**src/rtl/inv_permutation_stream_pkg.sv**
```systemverilog
// Shared constants, FSM state encoding and the inverse pi-step index map
// for the 5x5 bit-matrix permutation decoder.
package perm_pkg;

    localparam int LINE_W  = 25;
    localparam int MAT_DIM = 5;

    typedef enum logic [2:0] {
        IDLE    = 3'd0,
        LOAD    = 3'd1,
        PERMUTE = 3'd2,
        EMIT    = 3'd3,
        DONE    = 3'd4
    } state_t;

    // Source bit in the encoded line for decoded bit u + 5*v.
    // 2 is the inverse of 3 mod 5, which undoes the forward x+3y shear.
    function automatic int inv_pi_idx(input int u, input int v);
        return v + MAT_DIM * (((32'sd2 * u) + (32'sd3 * v)) % MAT_DIM);
    endfunction

endpackage

```
**src/rtl/inv_permutation_stream_if.sv**
```systemverilog
// Input and output valid/ready line streams of the permutation decoder.
interface inv_permutation_stream_if;
    import perm_pkg::*;

    logic              in_valid;
    logic              in_ready;
    logic [LINE_W-1:0] in_data;
    logic              out_valid;
    logic              out_ready;
    logic [LINE_W-1:0] out_data;

    modport master (
        output in_valid, in_data, out_ready,
        input  in_ready, out_valid, out_data
    );

    modport slave (
        input  in_valid, in_data, out_ready,
        output in_ready, out_valid, out_data
    );

endinterface

```
**src/rtl/inv_permutation_stream_inv_pi_25.sv**
```systemverilog
// Combinational 25-bit rewiring that undoes the forward pi-step permutation.
module inv_pi_25
    import perm_pkg::*;
(
    input  logic [LINE_W-1:0] enc,
    output logic [LINE_W-1:0] dec
);

    for (genvar v = 0; v < MAT_DIM; v++) begin : g_row
        for (genvar u = 0; u < MAT_DIM; u++) begin : g_col
            assign dec[u + MAT_DIM * v] = enc[inv_pi_idx(u, v)];
        end
    end

endmodule

```
**src/rtl/inv_permutation_stream.sv**
```systemverilog
// Frame-based streaming decoder for the 5x5 pi-step permutation, one line in flight.
// Optional INV_PERM_BYPASS_EN adds a per-frame bypass input that passes lines through unaltered.
module inv_permutation_stream
    import perm_pkg::*;
#(
    parameter int LINES = 64,
    parameter int CNT_W = $clog2(LINES)
) (
    input  logic                     clk,
    input  logic                     rst,
    input  logic                     start,
`ifdef INV_PERM_BYPASS_EN
    input  logic                     bypass,
`endif
    inv_permutation_stream_if.slave  bus,
    output logic                     busy,
    output logic                     done
);

    state_t            state_r;
    logic [CNT_W-1:0]  cnt_r;
    logic [LINE_W-1:0] data_r;
    logic [LINE_W-1:0] perm_s;
    logic [LINE_W-1:0] next_data_s;
    logic              in_ready_r;
    logic              out_valid_r;
    logic              busy_r;
    logic              done_r;

    inv_pi_25 u_inv_pi (
        .enc (data_r),
        .dec (perm_s)
    );

`ifdef INV_PERM_BYPASS_EN
    logic bypass_r;

    // Frame-wide bypass mode, latched when a frame is started.
    always_ff @(posedge clk or posedge rst) begin
        if (rst) begin
            bypass_r <= 1'b0;
        end else if (state_r == IDLE && start) begin
            bypass_r <= bypass;
        end
    end

    // Value written to the data register in PERMUTE.
    always_comb begin
        next_data_s = perm_s;
        if (bypass_r) begin
            next_data_s = data_r;
        end else begin
            next_data_s = perm_s;
        end
    end
`else
    assign next_data_s = perm_s;
`endif

    // Frame sequencer with registered handshake and status outputs.
    always_ff @(posedge clk or posedge rst) begin
        if (rst) begin
            state_r     <= IDLE;
            cnt_r       <= '0;
            data_r      <= '0;
            in_ready_r  <= 1'b0;
            out_valid_r <= 1'b0;
            busy_r      <= 1'b0;
            done_r      <= 1'b0;
        end else begin
            case (state_r)
                IDLE: begin
                    if (start) begin
                        state_r    <= LOAD;
                        cnt_r      <= '0;
                        in_ready_r <= 1'b1;
                        busy_r     <= 1'b1;
                    end
                end
                LOAD: begin
                    if (bus.in_valid) begin
                        data_r     <= bus.in_data;
                        in_ready_r <= 1'b0;
                        state_r    <= PERMUTE;
                    end
                end
                PERMUTE: begin
                    data_r      <= next_data_s;
                    out_valid_r <= 1'b1;
                    state_r     <= EMIT;
                end
                EMIT: begin
                    // data_r and out_valid_r hold until the sink takes the line
                    if (bus.out_ready) begin
                        out_valid_r <= 1'b0;
                        if (cnt_r == CNT_W'(LINES - 1)) begin
                            done_r  <= 1'b1;
                            state_r <= DONE;
                        end else begin
                            cnt_r      <= cnt_r + 1'b1;
                            in_ready_r <= 1'b1;
                            state_r    <= LOAD;
                        end
                    end
                end
                DONE: begin
                    done_r  <= 1'b0;
                    busy_r  <= 1'b0;
                    cnt_r   <= '0;
                    state_r <= IDLE;
                end
                default: begin
                    state_r     <= IDLE;
                    cnt_r       <= '0;
                    in_ready_r  <= 1'b0;
                    out_valid_r <= 1'b0;
                    busy_r      <= 1'b0;
                    done_r      <= 1'b0;
                end
            endcase
        end
    end

    assign bus.in_ready  = in_ready_r;
    assign bus.out_valid = out_valid_r;
    assign bus.out_data  = data_r;
    assign busy          = busy_r;
    assign done          = done_r;

endmodule

```
**src/flat_wrapper.sv**
```systemverilog
// flat-port wrapper written by rule: the top's interface ports become plain ports
module inv_permutation_stream_flat import perm_pkg::*;
#(
    parameter int LINES = 64,
    parameter int CNT_W = $clog2(LINES)
)
  (clk, rst, start, busy, done, bus_in_valid, bus_in_data, bus_out_ready, bus_in_ready, bus_out_valid, bus_out_data);
  inv_permutation_stream_if bus_i ();
  input  logic clk;
  input  logic rst;
  input  logic start;
  output logic busy;
  output logic done;
  input wire logic [$bits(bus_i.in_valid)-1:0] bus_in_valid;
  input wire logic [$bits(bus_i.in_data)-1:0] bus_in_data;
  input wire logic [$bits(bus_i.out_ready)-1:0] bus_out_ready;
  output wire logic [$bits(bus_i.in_ready)-1:0] bus_in_ready;
  output wire logic [$bits(bus_i.out_valid)-1:0] bus_out_valid;
  output wire logic [$bits(bus_i.out_data)-1:0] bus_out_data;
  assign bus_i.in_valid = bus_in_valid;
  assign bus_i.in_data = bus_in_data;
  assign bus_i.out_ready = bus_out_ready;
  assign bus_in_ready = bus_i.in_ready;
  assign bus_out_valid = bus_i.out_valid;
  assign bus_out_data = bus_i.out_data;
  inv_permutation_stream #(.LINES(LINES), .CNT_W(CNT_W)) u_core (.clk(clk), .rst(rst), .start(start), .bus(bus_i), .busy(busy), .done(done));
endmodule
```
**config.mk**
```make
export PLATFORM = sky130hd
export DESIGN_NAME = inv_permutation_stream_flat
export DESIGN_NICKNAME = d
export VERILOG_FILES = /design/src/rtl/inv_permutation_stream_pkg.sv /design/src/rtl/inv_permutation_stream_if.sv /design/src/rtl/inv_permutation_stream_inv_pi_25.sv /design/src/rtl/inv_permutation_stream.sv /design/src/flat_wrapper.sv
export SDC_FILE = /design/constraint.sdc
export NUM_CORES = 1
export LEC_CHECK = 0
export ABC_AREA = 1
export CAP_MARGIN = 10
export CORE_MARGIN = 3
export CORE_UTILIZATION = 50
export DETAILED_ROUTE_END_ITERATION = 8
export GPL_ROUTABILITY_DRIVEN = 1
export PLACE_DENSITY_LB_ADDON = 0.12
export SYNTH_ARGS = -nofsm -noshare
export SYNTH_HDL_FRONTEND = slang
export SYNTH_SLANG_ARGS = --single-unit
```
**constraint.sdc**
```tcl
create_clock -name clk -period 4.1 [get_ports clk]
set_clock_uncertainty 0.05 [all_clocks]
set_input_delay 0.82 -clock clk [delete_from_list [all_inputs] [get_ports clk]]
set_output_delay 0.82 -clock clk [all_outputs]
set_load 0.05 [all_outputs]
```
==> results by group <==
STA
  • Setup TNS: 0 ps
  • Slew @ Worst Pin: a little over 800 ps
  • Slew HR: a little under half
  • Period Utilization, post-route: between 50% and 60%
  • Fin crit period: approximately 2400 ps
  • RSZ-0062 raised after global routing: false
  • Setup Viol. Count Final: 0
  • Endpoints failing hold: 0
  • Fmax: 416.2 MHz
  • Slew Viols, Final: 0

Floorplan
  • Die ar.: roughly 0.0047 sq mm
  • Rows: 22
  • Die width: around 69 microns
  • I/O pins: approximately 60
  • Starting Density: between 50% and 60%
  • Die height: 68.92 microns
  • Core area: roughly 0.0037 sq mm

Power and ir drop
  • Pwr Density: approximately 850 mW/mm^2
  • Clock share of power: between 10% and 20%
  • Switching share of power: around half
  • Leakage: 1.289 nW
  • Peak supply drop: around 0.57 mV
  • Sequential share of power: between 20% and 30%
  • Gate power share: 59.8%
  • Int Power: about 1.1 mW
  • NetSw: roughly 1.2 mW

Synthesis
  • Syn Inst Count: about 270
  • Synth area leader: dfrtp_1
  • Simple-gate area share of the yosys netlist: roughly a quarter
  • Yosys reg bits: 38
  • Commonest cells post-synth: nand2_1, o21ai_0, dfrtp_1
  • Compound-gate portion of the synthesized area: 13.27%
  • Multiplexer share of the synthesized area: 0%
  • Share of flip-flops with an asynchronous set or reset: 100.0%
  • Syn Std Cell Area: between 0.0015 and 0.002 sq mm
  • Synth cell types: 25
  • Largest family of logic cells by synthesized area: simple AND/OR/NAND/NOR gates
  • Yosys warns: 0
  • Seq/Total Area, Yosys: 48.04%
  • Synth top area cells: dfrtp_1, nand2_1, o21ai_0, inv_1, nor2_1
  • Synth Area in Adders: less than 1%
  • Main flop type after synthesis: dfrtp_1
  • Top-count cell post-synth: nand2_1
  • Synth top area share: a little under 50%
  • Syn_nets: 299
  • Mean post-synth cell area: around 7.4 sq um
  • Xor-xnor portion of the synthesized cell area: 1.327%
  • Post-synth EDFFs: 0

Drt
  • Routed vias/inst: around 5
  • Antenna Violating Nets Remaining: 0
  • Drt pass-1 iters: 4
  • Routed Wire Length: about 4500 microns
  • DR iter-0 viols: ~130
  • # DRC: 0
  • Routed len/inst: 12.10 microns
  • Vias: roughly 1800

Placed design
  • IO buf count: a little under 60
  • Post-DP HPWL: roughly 3100 microns
  • GP Congestion: around 0.9
  • Cell Area, Placed: roughly 0.0026 sq mm

Critical path
  • Cell mode on critical path: nand2_2
  • Critical path required time: around 4200 ps
  • Worst r2r src: u_core.state_r[1]$_DFFE_PP0P_
  • Crit path kind: register to register
  • Crit path to: u_core.state_r[1]$_DFFE_PP0P_
  • Slowest stage cell, crit path: nand2_2
  • RR Endpoint: u_core.state_r[1]$_DFFE_PP0P_
  • Cells along the critical path: inv_1, nor2_1, nand2_2, nand2_2, or2_1
  • CP max FO: 52
  • Crit end category: register
  • Critical Path Start: u_core.state_r[1]$_DFFE_PP0P_
  • Slowest stage delay, CP: approximately 630 ps
  • R2R Setup Slk: 1700 ps
  • Critical Path AT: ~2500 ps
  • CP Launch Type: register
  • Register-to-Register Path Depth: 5

Clock tree
  • Num CTS Buffers: 5
  • Hold_buf cts: 0
  • Sink Count: 38
  • CTS tree: built
  • CTS max path bufs: 2
  • Clk slew on worst S/H paths: about 70 ps
  • Post CTS Setup Buffer Count: 0
  • Worst-skew pair later-pin latency: between 200 and 300 ps
  • CTS resizes: 0
  • H-tree levels: 2
  • Root Buffer Master: clkbuf_8

Outcome
  • Outcome: completed

GRT
  • Vias in the first global route: about 1600
  • Largest net degree at the start of global routing: 53
  • Antenna violations before repair: 0
  • Overflow left after global routing: 0
  • GR Util All Layers: between 10% and 20%
  • First-pass GRT wire length: approximately 6900 microns

Min path
  • Hold depth: 2
  • Min-Delay Path Class: register to register

Flow run
  • Max-Cap Viols: 0

Cells and area
  • Share of cells above drive strength 1: 4.630%
  • Cell area after layout: 0.002669 sq mm
  • Diode count: 0
  • Final net count: 354
  • Syn-to-layout area delta: 34.83%
==> worst max-delay path: cells and delay by family, from the launching register on <==
kind / cells / cell delay [ps]
DFF: 1 / 440
and+or+nand+nor: 4 / 1700
buffers and inverters: 1 / 100
==> area by class of cell <==
type / instances / area [sq um]
timing repair buffer: 59 / 588.1
sequential: 38 / 950.9
multi-input combinational: 183 / 824.5
tap: 48 / 60.06
inverter: 36 / 135.1
clock buffer: 8 / 110.1
fill: 316 / 1075
==> worst min path at each step <==
stage | slack [ps] | endpoint | start
3_5_place_dp | 410 | u_core.bus.in_ready$_DFFE_PP0P_ | u_core.bus.in_ready$_DFFE_PP0P_
3_3_place_gp | 410 | u_core.bus.in_ready$_DFFE_PP0P_ | u_core.bus.in_ready$_DFFE_PP0P_
5_1_grt | 450 | u_core.bus.in_ready$_DFFE_PP0P_ | u_core.bus.in_ready$_DFFE_PP0P_
2_1_floorplan | 440 | u_core.cnt_r[5]$_DFFE_PP0P_ | u_core.cnt_r[5]$_DFFE_PP0P_
4_1_cts | 430 | u_core.done$_DFFE_PP0P_ | u_core.done$_DFFE_PP0P_
6_report | 430 | u_core.done$_DFFE_PP0P_ | u_core.done$_DFFE_PP0P_
==> cell usage in the layout (no fill, tap or decap), drive strengths merged <==
cell type	Yosys	layout
inv	36	36
clkdlybuf4s50	0	58
xnor2	1	1
o21ai	50	50
nor3	3	3
nand2	92	92
a21oi	1	1
nand3	10	10
or2	1	1
clkbuf	2	8
o211ai	1	1
dfrtp	38	38
nor2	20	20
buf	9	1
nand4	1	1
xor2	2	2
ha	1	1
==> through the flow <==
stage	power, mW	utilization, %	cells	setup WS, ps	hold slack, ps
2_1_floorplan	1.606	-	268	2369	442.3
3_3_place_gp	1.944	68.35	364	1703	411.4
3_5_place_dp	1.970	68.35	364	1664	413.3
4_1_cts	2.275	71.29	372	1696	433.9
5_1_grt	2.422	71.29	372	1431	447.6
6_report	2.260	71.29	372	1697	429.6
==> sequential cells by signal, indices dropped and copies added (netlist names) <==
name	cells
u_core.bus.out_data	25
u_core.cnt_r	6
u_core.done	1
u_core.busy	1
u_core.state_r	3
u_core.bus.in_ready	1
u_core.bus.out_valid	1
==> power groups by stage <==
stage	Clock (mW)	Combinational (mW)	Sequential (mW)
2_1_floorplan	0	0.560	1.05
3_3_place_gp	0	1.33	0.615
3_5_place_dp	0	1.35	0.619
4_1_cts	0.305	1.36	0.614
5_1_grt	0.315	1.47	0.632
6_report	0.296	1.35	0.613
==> cell families after synthesis <==
kind of cell | Yosys count
compound gates | 52
xor+xnor | 3
fa+ha+maj | 1
buf+inv | 47
flops | 38
simple gates | 127
==> per-layer routing <==
metal | vias up | track usage (%) | wire, microns
li1 | 943 | - | -
met1 | 824 | 24.43 | 1920
met3 | 6 | 6.321 | 372
met2 | 59 | 31.79 | 2157
met5 | - | 0 | 0
met4 | 0 | 6.569 | 50
Power figures use the tool's default switching activity.
